$ cat config.mk
export PLATFORM = sky130hd
export DESIGN_NAME = fib_filter_gen_flat
export DESIGN_NICKNAME = d
export VERILOG_FILES = /design/src/rtl/fib_gen_pkg.sv /design/src/rtl/fib_filter_gen_if.sv /design/src/rtl/fib_residue_match.sv /design/src/rtl/fib_filter_gen.sv /design/src/flat_wrapper.sv
export SDC_FILE = /design/constraint.sdc
export NUM_CORES = 1
export LEC_CHECK = 0
export ABC_AREA = 1
export CORE_MARGIN = 1.5
export CORE_UTILIZATION = 58
export CTS_CLUSTER_DIAMETER = 60
export DETAILED_ROUTE_END_ITERATION = 7
export GPL_TIMING_DRIVEN = 1
export PLACE_DENSITY_LB_ADDON = 0.3
export SLEW_MARGIN = 25
export SYNTH_ARGS = -nofsm -noshare
export SYNTH_HDL_FRONTEND = slang
export SYNTH_SLANG_ARGS = --single-unit
$ cat constraint.sdc
create_clock -name __clock -period 2.8 [get_ports __clock]
set_input_delay 0.84 -clock __clock [delete_from_list [all_inputs] [get_ports __clock]]
set_output_delay 0.84 -clock __clock [all_outputs]
set_load 0.02 [all_outputs]
$ cat src/rtl/fib_gen_pkg.sv
// Shared types and helpers for the Fibonacci generator family.
package fib_gen_pkg;

    // Generator control state; 2 bits leaves room for sibling generators.
    typedef enum logic [1:0] {
        S_IDLE = 2'd0,
        S_RUN  = 2'd1
    } state_t;

    // Widest data field carried by the shared beat record.
    localparam int BEAT_W = 64;

    // One handshake beat as seen by a consumer of any generator.
    typedef struct packed {
        logic              done;
        logic [BEAT_W-1:0] data0;
        logic [BEAT_W-1:0] data1;
    } beat_t;

    // Euclidean residue: always in 0..divisor-1, even for negative values.
    function automatic longint euclid_mod(input longint value, input longint divisor);
        return ((value % divisor) + divisor) % divisor;
    endfunction

endpackage

$ cat src/rtl/fib_filter_gen_if.sv
// Start/ready/valid/done generator handshake shared by the generator fabric.
// Handshake: a beat (data or done) is presented while __valid=1 and is
// consumed on the rising edge where __ready=1; the generator holds the beat
// unchanged until then. __start restarts the generator at any time and
// discards whatever beat is pending.
interface fib_filter_gen_if #(
    parameter int WIDTH = 32,
    parameter int CNT_W = 16
) ();
    import fib_gen_pkg::*;

    logic                    __start;
    logic signed [WIDTH-1:0] n;
    logic signed [WIDTH-1:0] residue;
    logic [CNT_W-1:0]        max_count;
    logic                    __ready;
    logic                    __valid;
    logic                    __done;
    logic signed [WIDTH-1:0] __output_0;
    logic signed [WIDTH-1:0] __output_1;
    logic                    __overflow;
    state_t                  state;

    // Caller side: starts the generator and consumes its beats.
    modport master (
        output __start, n, residue, max_count, __ready,
        input  __valid, __done, __output_0, __output_1, __overflow, state
    );

    // Generator side.
    modport slave (
        input  __start, n, residue, max_count, __ready,
        output __valid, __done, __output_0, __output_1, __overflow, state
    );
endinterface

$ cat src/rtl/fib_residue_match.sv
// Combinational residue filter: flags terms whose Euclidean residue modulo
// DIVISOR equals the requested residue. A residue outside 0..DIVISOR-1 can
// never equal a Euclidean residue, so it never matches. DIVISOR must be >= 1.
module fib_residue_match
    import fib_gen_pkg::*;
#(
    parameter int WIDTH   = 32,
    parameter int DIVISOR = 2
) (
    input  logic signed [WIDTH-1:0] term,
    input  logic signed [WIDTH-1:0] residue,
    output logic                    match
);
    longint term_x;
    longint res_x;

    assign term_x = longint'(term);
    assign res_x  = longint'(residue);
    assign match  = (euclid_mod(term_x, longint'(DIVISOR)) == res_x);
endmodule

$ cat src/rtl/fib_filter_gen.sv
// Streams Fibonacci terms below n whose residue modulo DIVISOR matches a
// runtime residue, with an optional emit limit and overflow-safe ending.
module fib_filter_gen
    import fib_gen_pkg::*;
#(
    parameter int WIDTH   = 32,
    parameter int DIVISOR = 2,
    parameter int CNT_W   = 16
) (
    input  logic            __clock,
    input  logic            __reset_n,
    fib_filter_gen_if.slave bus
);
    localparam logic signed [WIDTH-1:0] ONE = 1;

    state_t                  state_q;
    logic signed [WIDTH-1:0] a;
    logic signed [WIDTH-1:0] b;
    logic signed [WIDTH-1:0] idx;
    logic signed [WIDTH-1:0] n_q;
    logic signed [WIDTH-1:0] res_q;
    logic signed [WIDTH-1:0] sum;
    logic signed [WIDTH-1:0] out0_q;
    logic signed [WIDTH-1:0] out1_q;
    logic [CNT_W-1:0]        count;
    logic [CNT_W-1:0]        max_q;
    logic                    ovf_a;
    logic                    ovf_b;
    logic                    sum_ovf;
    logic                    valid_q;
    logic                    done_q;
    logic                    ovf_q;
    logic                    hit;
    logic                    step;

    fib_residue_match #(
        .WIDTH  (WIDTH),
        .DIVISOR(DIVISOR)
    ) u_match (
        .term   (a),
        .residue(res_q),
        .match  (hit)
    );

    // ovf_b marks b (and everything after it) as no longer a true term;
    // it reaches ovf_a one step later, exactly when the bad value becomes a.
    assign sum     = a + b;
    assign sum_ovf = (a[WIDTH-1] == b[WIDTH-1]) && (sum[WIDTH-1] != a[WIDTH-1]);
    assign step    = (state_q == S_RUN) && (bus.__ready || !valid_q);

    // Generator FSM and datapath: start has priority, then beat consumption,
    // then one RUN step per unstalled cycle.
    always_ff @(posedge __clock or negedge __reset_n) begin
        if (!__reset_n) begin
            state_q <= S_IDLE;
            a       <= '0;
            b       <= '0;
            idx     <= '0;
            count   <= '0;
            n_q     <= '0;
            res_q   <= '0;
            max_q   <= '0;
            ovf_a   <= 1'b0;
            ovf_b   <= 1'b0;
            valid_q <= 1'b0;
            done_q  <= 1'b0;
            ovf_q   <= 1'b0;
            out0_q  <= '0;
            out1_q  <= '0;
        end else if (bus.__start) begin
            n_q     <= bus.n;
            res_q   <= bus.residue;
            max_q   <= bus.max_count;
            a       <= '0;
            b       <= ONE;
            idx     <= '0;
            count   <= '0;
            ovf_a   <= 1'b0;
            ovf_b   <= 1'b0;
            valid_q <= 1'b0;
            done_q  <= 1'b0;
            ovf_q   <= 1'b0;
            state_q <= S_RUN;
        end else begin
            if (bus.__ready) begin
                valid_q <= 1'b0;
                done_q  <= 1'b0;
            end
            if (step) begin
                if (ovf_a) begin
                    valid_q <= 1'b1;
                    done_q  <= 1'b1;
                    ovf_q   <= 1'b1;
                    state_q <= S_IDLE;
                end else if (a >= n_q) begin
                    valid_q <= 1'b1;
                    done_q  <= 1'b1;
                    state_q <= S_IDLE;
                end else if ((max_q != '0) && (count == max_q)) begin
                    valid_q <= 1'b1;
                    done_q  <= 1'b1;
                    state_q <= S_IDLE;
                end else begin
                    if (hit) begin
                        out0_q  <= a;
                        out1_q  <= idx;
                        valid_q <= 1'b1;
                        count   <= count + CNT_W'(1);
                    end
                    a     <= b;
                    b     <= sum;
                    idx   <= idx + ONE;
                    ovf_a <= ovf_b;
                    ovf_b <= ovf_b | sum_ovf;
                end
            end
        end
    end

    assign bus.__valid    = valid_q;
    assign bus.__done     = done_q;
    assign bus.__overflow = ovf_q;
    assign bus.__output_0 = out0_q;
    assign bus.__output_1 = out1_q;
    assign bus.state      = state_q;
endmodule
$ cat src/flat_wrapper.sv
// flat-port wrapper written by rule: the top's interface ports become plain ports
module fib_filter_gen_flat import fib_gen_pkg::*;
#(
    parameter int WIDTH   = 32,
    parameter int DIVISOR = 2,
    parameter int CNT_W   = 16
)
  (__clock, __reset_n, bus___start, bus_n, bus_residue, bus_max_count, bus___ready, bus___valid, bus___done, bus___output_0, bus___output_1, bus___overflow, bus_state);
  fib_filter_gen_if #(.WIDTH(WIDTH), .CNT_W(CNT_W)) bus_i ();
  input  logic __clock;
  input  logic __reset_n;
  input wire logic [$bits(bus_i.__start)-1:0] bus___start;
  input wire logic [$bits(bus_i.n)-1:0] bus_n;
  input wire logic [$bits(bus_i.residue)-1:0] bus_residue;
  input wire logic [$bits(bus_i.max_count)-1:0] bus_max_count;
  input wire logic [$bits(bus_i.__ready)-1:0] bus___ready;
  output wire logic [$bits(bus_i.__valid)-1:0] bus___valid;
  output wire logic [$bits(bus_i.__done)-1:0] bus___done;
  output wire logic [$bits(bus_i.__output_0)-1:0] bus___output_0;
  output wire logic [$bits(bus_i.__output_1)-1:0] bus___output_1;
  output wire logic [$bits(bus_i.__overflow)-1:0] bus___overflow;
  output wire logic [$bits(bus_i.state)-1:0] bus_state;
  assign bus_i.__start = bus___start;
  assign bus_i.n = bus_n;
  assign bus_i.residue = bus_residue;
  assign bus_i.max_count = bus_max_count;
  assign bus_i.__ready = bus___ready;
  assign bus___valid = bus_i.__valid;
  assign bus___done = bus_i.__done;
  assign bus___output_0 = bus_i.__output_0;
  assign bus___output_1 = bus_i.__output_1;
  assign bus___overflow = bus_i.__overflow;
  assign bus_state = bus_i.state;
  fib_filter_gen #(.WIDTH(WIDTH), .DIVISOR(DIVISOR), .CNT_W(CNT_W)) u_core (.__clock(__clock), .__reset_n(__reset_n), .bus(bus_i));
endmodule
==> results of run 1 <==
==> cells in the final DEF (no fill, tap or decap), types with 5 or more instances in the layout <==
cell type / n
clkbuf_16: 33
nor4_1: 14
xor2_1: 38
or2_2: 21
nand3b_1: 5
nand2_1: 609
nand3_1: 86
clkbuf_8: 6
a21oi_1: 62
clkdlybuf4s50_1: 149
inv_2: 6
nor3_1: 31
clkinv_2: 6
xnor2_1: 15
nand4_1: 109
clkbuf_1: 6
a21o_1: 8
o21a_1: 6
dfrtp_1: 261
buf_4: 17
o21ai_0: 101
buf_12: 10
nor2_1: 86
ha_1: 65
o21ai_1: 96
inv_1: 158
==> per-layer routing <==
metal  wire [um]  share of wire  vias to the layer above  track usage
met5           0              0                        -            0
met4         824          0.020                        0       0.0709
met3        2450          0.059                       56       0.0397
met2       19800           0.48                      419        0.525
met1       18400           0.44                     6560        0.437
li1            -              -                     6549            -
==> power by group through the flow <==
stage / logic (uW) / registers (uW) / clock network, uW
finish: 1060 / 4040 / 4060
floorplan: 574 / 4080 / 0
global placement: 931 / 4100 / 0
detailed placement: 973 / 4100 / 0
global route: 1180 / 4050 / 4260
CTS: 986 / 4040 / 4100
==> logic make-up (layout without fill, tap and decap cells) <==
family,Yosys count,count (layout),synth area share
simple gates,987,988,0.295
compound gates,281,281,0.0992
flops,262,262,0.445
buf+inv,252,404,0.0727
fa+ha+maj,66,66,0.0565
xor+xnor,53,53,0.0315
other cells,1,1,0.000254
==> sequential cells by signal, indices dropped and copies added (netlist names) <==
name,count
u_core.bus.state,1
u_core.ovf_b,1
u_core.ovf_a,1
u_core.bus.__valid,1
u_core.bus.__output_0,32
u_core.max_q,16
u_core.bus.__output_1,32
u_core.count,16
u_core.bus.__overflow,1
u_core.bus.__done,1
u_core.b,32
u_core.res_q,32
u_core.a,32
u_core.n_q,32
u_core.idx,32
==> area by class of cell <==
cell class,instances,area [sq um],area share
clock buffer,42,856,0.0481
inverter,166,628,0.0353
timing repair buffer,183,1990,0.112
multi-input combinational,1389,7160,0.403
sequential,262,6560,0.369
tap,330,413,0.0232
clock inverter,13,170,0.00957
==> path summary, 6_finish.rpt <==
kind / slack [ps] / cells past startpoint / endpoint
min in group __clock: 470 / 2 / u_core.bus.__output_1[4]
max reg2reg: 110 / 16 / u_core.b[29]
max in group asynchronous: 1840 / 2 / u_core.a[12]
min: 200 / 1 / u_core.res_q[8]
min reg2reg: 470 / 2 / u_core.bus.__output_1[4]
max: 110 / 16 / u_core.b[29]
==> per-stage QoR <==
step / power [uW] / utilization / setup slack (ps) / hold WS [ps]
after floorplan: 4660 / - / 661 / 442
after global placement: 5030 / 0.662 / 153 / 454
after detailed placement: 5070 / 0.662 / 108 / 458
after CTS: 9130 / 0.703 / 83.9 / 208
after global routing: 9500 / 0.710 / 2.77 / 226
final: 9160 / 0.710 / 110 / 200
==> timing repair <==
item	CTS	global route
resized for setup	0	10
setup buffers	0	3
setup endpoints to repair	0	103
==> run metrics, run 1 <==
synth warn=0; Fin. Hold Viols=0; Slew HR=0.511; remaining routing DRC violations=0; setup TNS=0 ps; Seq cells post-synth=262; RR Startpoint=u_core.a[25]; clock transition at the registers of the reported paths=60 ps; Critical Path AT=3140 ps; antenna diode count=0; CP peak stage delay=480 ps; max frequency=372 MHz; Peak supply drop=468 uV; die area=26400 sq um; Cells after Synth=1902; minimum clock period=2690 ps; Core Footprint=25000 sq um; Worst-Skew Late Latency=570 ps; Pre-Repair DR Iteration Count=5; number of hold buffers added after CTS=0; Max-Cap Viols=0; Via Count=13600; DIE WIDTH=162 um; syn_nets=2052; Cell variety after synth=45; pin count of the biggest net entering global routing=176; DRT iter0 DRCs=1233; EDFF count, synth=0; Post-DRT Antenna Nets=0; Rows=58; HPWL Detailed=28.9 mm; Pleak=0.00861 uW; PwrDens=515 nW/um^2; Nets=2182; largest area contributor in the netlist=dfrtp_1; Flop pwr share=0.441; CTS Root Cell=clkbuf_16; worst path bufs/invs=3; H-Tree Depth=1; sw power=2400 uW; Seq/Total Area, Yosys=0.445; clk sinks=262; fin. max-slew vios=0; hold crit path type=input port to async pin; initial antenna violation count=0; placed cell count=2323; WS Path Type=flop to flop; Finished Layout Cells=2385; Worst setup EP type=flop; vias in the first global route=12900; top-count cell post-synth=nand2_1; CP delay by family, top=simple AND/OR/NAND/NOR gates; final instance area=17800 sq um; clk buf depth=3; Wirelength per Cell=17.4 um; area grow syn2layout=20.6%; Fin Clk Skew=14.3 ps; Synth Flop Type=dfrtp_1; Least-Margin Pin Slew=726 ps; TritonCTS clock tree=done; leading post-synthesis cells by cell area=dfrtp_1 (44%), nand2_1 (16%), ha_1 (5.5%); Slowest-stage cell, CP=dfrtp_1; fill count=1989; syn_area_per_cell=7.75 sq um; height of the die=162 um; Startpoint Class=flop; IO Count=153; GRT Total Usage=0.314; Cell Area, Synth=14700 sq um; starting density of the core=0.589; Gate power share=0.116; CTS Buf Count=30; Routed WL=41.5 mm; status=finished clean; # port buffers=151; first-pass GRT wire length=66.6 mm; RSZ-0062 raised after global routing=no; CP cell instances=ha_1, a21oi_1, o21ai_1, nand2_1, nand2_1, a21oi_1, buf_4, nand2_1, nand2_1, nand3_2, nand2_4, nand2_8, buf_12, clkbuf_16, nand2_1, o21ai_1; Setup-failing EPs final=0; Clock power frac=0.443; Worst Setup SP=u_core.a[25]; GP Congestion=0.955; layout cells sized above 1=0.0628; Critical Path RT=3250 ps; most used cell, CP=nand2_1; CP max FO=30; Int Power=6760 uW; Sw Share=0.262; grt total ovfl=0; final period utilization=0.961; async set-or-reset flop fraction in the synthesized netlist=1.00; Commonest cells post-synth=nand2_1 (611), dfrtp_1 (262), inv_1 (158); Post-DP Area=16600 sq um; Synth top area share=0.445; Via density=5.70
Power figures use the tool's default switching activity.
==> run 2: changes to the inputs <==
- CORE_UTILIZATION: 58 -> 50
- REMOVE_ABC_BUFFERS: default -> 1
==> run metrics, run 2 (synthesized netlist as in run 1, its figures left out) <==
Max-Cap Viols=0; commonest non-fill, non-tap cell in the layout=nand2_1; pin count of the biggest net entering global routing=176; vias in the first global route=13000; DIE WIDTH=175 um; Worst setup EP type=flop; multi-input logic area=7120 sq um; Post-DRT Antenna Nets=0; clk sinks=262; Core Footprint=28900 sq um; hold crit path type=input port to async pin; IO Count=153; CP peak stage delay=420 ps; antenna diode count=0; placed cell count=2385; total power=8940 uW; grt total ovfl=0; HPWL Detailed=26.4 mm; CP max FO=61; CP cell instances=ha_1, a21oi_1, o21a_1, nand2_1, a21oi_1, buf_4, nand3_2, nand3_2, nand2_1, nand2_4, buf_12, nand2_1, o21ai_1; starting density of the core=0.511; Wirelength per Cell=15.0 um; Finished Layout Cells=2440; CP delay by family, top=simple AND/OR/NAND/NOR gates; Fin Clk Skew=14.5 ps; remaining routing DRC violations=0; PwrDens=505 nW/um^2; # port buffers=151; DRT iter0 DRCs=913; Setup-failing EPs final=0; Critical Path RT=3280 ps; postcts setup bufs=0; max frequency=394 MHz; Peak supply drop=412 uV; die area=30500 sq um; CTS Buf Count=31; Startpoint Class=flop; minimum clock period=2540 ps; most used cell, CP=nand2_1; Rows=62; clk buf depth=3; Via Count=13100; TritonCTS clock tree=done; Fin. Hold Viols=0; height of the die=175 um; clock transition at the registers of the reported paths=60 ps; Nets=2184; CTS Root Cell=clkbuf_16; worst path bufs/invs=2; final period utilization=0.907; CTS resizes=0; Least-Margin Pin Slew=852 ps; Critical Path AT=3020 ps; Slew HR=0.432; area grow syn2layout=20.1%; initial antenna violation count=0; first-pass GRT wire length=62.4 mm; Routed WL=36.6 mm; fill count=2578; layout cells sized above 1=0.0593; RSZ-0062 raised after global routing=no; GP Congestion=0.925; commonest cells after routing, fill and taps aside=nand2_1 (610), dfrtp_1 (262), inv_1 (158), clkdlybuf4s50_1 (149), nand4_1 (109); status=finished clean; fin. max-slew vios=0; H-Tree Depth=1; GRT Total Usage=0.246; sequential cell area=6560 sq um; Via density=5.37; number of hold buffers added after CTS=0; Pleak=0.00854 uW; Worst-Skew Late Latency=560 ps; WS Path Type=flop to flop; final hold slack=224 ps; setup TNS=0 ps; Slowest-stage cell, CP=dfrtp_1; Pre-Repair DR Iteration Count=5
run 2: cell count changes in the layout (fill, tap and decap cells not counted), moves of 2 or more:
cell       change
buf_16         -3
clkbuf_16      -2
buf_12         +2
clkinv_8       -2
buf_4          +6
clkbuf_1       +5
clkinv_2       -4
run 2: layer usage:
metal  part of all wire  up-vias  track usage
met4              0.022        0       0.0694
met2               0.49      265        0.428
li1                   -     6542            -
met5                  0        -            0
met3              0.041       51       0.0259
met1               0.44     6255        0.324
run 2: worst paths after layout:
check | startpoint | to | slack (ps) | depth (start not counted)
hold reg to reg | u_core.bus.__output_1[22] | u_core.bus.__output_1[22] | 470 | 2
setup / recovery | u_core.a[29] | u_core.a[24] | 260 | 13
setup reg to reg | u_core.a[29] | u_core.a[24] | 260 | 13
hold / removal | __reset_n | u_core.bus.__output_1[15] | 220 | 1
max in group asynchronous | __reset_n | u_core.b[24] | 1740 | 2
min in group __clock | u_core.bus.__output_1[22] | u_core.bus.__output_1[22] | 470 | 2
run 2: metrics by stage:
stage,area (sq um),worst slack (ps),utilization
finish,17700,260,0.614
detailed placement,16700,259,0.579
global placement,16700,283,0.579
floorplan,14300,-3550,-
global route,17700,13.5,0.614
CTS,17700,239,0.614
run 2: power by group:
group / switching, uW / leakage (uW) / internal (uW) / total (uW)
Clock: 1560 / 0.000489 / 2380 / 3940
Combinational: 591 / 0.00455 / 369 / 960
Sequential: 100 / 0.00350 / 3940 / 4040
run 2: final cells by class:
class / count / share of cell area
clock buffers: 48 / 0.0508
clock inverters: 7 / 0.00558
inverters: 166 / 0.0355
multi-input cells: 1388 / 0.402
flip-flops and latches: 262 / 0.370
well taps: 384 / 0.0271
repair buffers: 185 / 0.108
run 2: worst register-to-register path, cell delays in order, from the launching register on:
cell and delay [ps]:
dfrtp_1 420, ha_1 310, a21oi_1 260, o21a_1 150, nand2_1 50, a21oi_1 120, buf_4 160, nand3_2 90
nand3_2 130, nand2_1 120, nand2_4 190, buf_12 280, nand2_1 110, o21ai_1 80
==> run 3: changes to the inputs <==
==> constraint.sdc (replaced) <==
create_clock -name __clock -period 2.8 [get_ports __clock]
set_input_delay 0.28 -clock __clock [delete_from_list [all_inputs] [get_ports __clock]]
set_output_delay 0.28 -clock __clock [all_outputs]
set_load 0.02 [all_outputs]
==> run metrics, run 3 (synthesized netlist as in run 1, its figures left out) <==
status=finished clean; reg2reg end=u_core.a[1]; fill count=2588; PwrDens=502 nW/um^2; Setup-failing EPs final=0; # port buffers=151; clock transition at the registers of the reported paths=60 ps; remaining routing DRC violations=0; hold crit path type=input port to flop; DRT iter0 DRCs=889; area grow syn2layout=20.7%; starting density of the core=0.511; grt total ovfl=0; Worst-Skew Late Latency=550 ps; pin count of the biggest net entering global routing=176; Via Count=13200; WS Path Type=flop to flop; Pleak=0.00857 uW; HPWL Detailed=26.6 mm; commonest non-fill, non-tap cell in the layout=nand2_1; max frequency=376 MHz; final instance area=17800 sq um; GP Congestion=0.930; H-Tree Depth=1; clk buf depth=3; Critical Path RT=3270 ps; total power=8930 uW; Post-DP Area=16600 sq um; Via density=5.40; Least-Margin Pin Slew=801 ps; CTS Buf Count=30; Nets=2184; vias in the first global route=13100; FF-to-FF path depth=16; Critical Path AT=3130 ps; postcts setup bufs=0; RSZ-0062 raised after global routing=no; Post-DRT Antenna Nets=0; Worst setup EP type=flop; multi-input logic area=7160 sq um; Rows=62; Routed WL=38.2 mm; CP max FO=33; Min-Delay Path Depth=4; initial antenna violation count=0; height of the die=175 um; antenna diode count=0; die area=30500 sq um; R2R Setup Slk=140 ps; clk sinks=262; DIE WIDTH=175 um; Fin Clk Skew=17.4 ps; first-pass GRT wire length=62.8 mm; Slew HR=0.466; Fin. Hold Viols=0; Max-Cap Viols=0; CTS Root Cell=clkbuf_16; Peak supply drop=546 uV; Startpoint Class=flop; Wirelength per Cell=15.6 um; sequential cell area=6560 sq um; final period utilization=0.949; Core Footprint=28900 sq um; RR Startpoint=u_core.a[31]; TritonCTS clock tree=done; GRT Total Usage=0.247; Hold Path Sink=u_core.bus.__output_0[21]; IO Count=153; Pre-Repair DR Iteration Count=7; final hold slack=257 ps; fin. max-slew vios=0; commonest cells after routing, fill and taps aside=nand2_1 (609), dfrtp_1 (261), inv_1 (158), clkdlybuf4s50_1 (149), nand4_1 (109); hold path startpoint=bus___start; layout cells sized above 1=0.0637; post-layout util=0.616; minimum clock period=2660 ps
[run 3: changes by cell type in the layout (fill, tap and decap cells not counted), moves of 2 or more]
cell | previous run | this run
clkbuf_1 | 11 | 6
buf_12 | 12 | 6
clkbuf_16 | 31 | 34
clkinv_2 | 2 | 6
buf_16 | 0 | 3
clkinvlp_4 | 0 | 2
[run 3: cell type report]
type                            count  area share
Sequential cell                   262       0.369
Tap cell                          384      0.0270
Clock inverter                     12     0.00598
Clock buffer                       43      0.0495
Multi-Input combinational cell   1388       0.403
Timing Repair Buffer              186       0.111
Inverter                          166      0.0353
[run 3: how the worst max path moves through the flow]
stage / startpoint / to / slack [ps] / depth (start not counted)
floorplan: bus___start / u_core.idx[19] / -2990 / 4
global placement: u_core.a[31] / u_core.idx[19] / 110 / 15
detailed placement: u_core.a[31] / u_core.a[1] / 30 / 16
CTS: u_core.a[31] / u_core.a[1] / 7 / 16
global route: u_core.a[31] / u_core.idx[29] / 20 / 16
finish: u_core.a[31] / u_core.a[1] / 140 / 16
[run 3: timing repair]
action	CTS	global route
endpoints found under the setup margin	8	119
endpoints found under the hold margin	90	0
pin swaps	0	0
gates cloned	0	4
hold buffers	1	0
resized for setup	1	9
[run 3: power by group]
group          internal, uW  switching (uW)
registers              3940             104
logic                   387             632
clock network          2280            1590
[run 3: through the flow]
| stage | TNS, ps | std cells | setup WS, ps |
|---|---|---|---|
| 2_1_floorplan | -299620 | 1816 | -2990 |
| 3_3_place_gp | 0 | 2381 | 113 |
| 3_5_place_dp | 0 | 2381 | 33.1 |
| 4_1_cts | 0 | 2437 | 7.44 |
| 5_1_grt | 0 | 2441 | 20.4 |
| 6_report | 0 | 2441 | 142 |
[run 3: worst max-delay path, stage by stage, from the launching register on]
cell	delay, ps
dfrtp_2	460
ha_4	330
nand2_1	80
nor2_1	140
nand4_1	140
inv_2	110
nand2_1	130
clkinv_1	80
nand2_2	70
nand2_1	80
nand2_1	80
nand3_2	140
nand2_2	120
nand2_8	210
buf_16	220
nand2_1	80
o21ai_1	100
[run 3: per-layer routing]
metal,track usage,part of all wire
met1,0.322,0.44
met2,0.435,0.49
met3,0.0302,0.043
met4,0.0627,0.021
met5,0,0
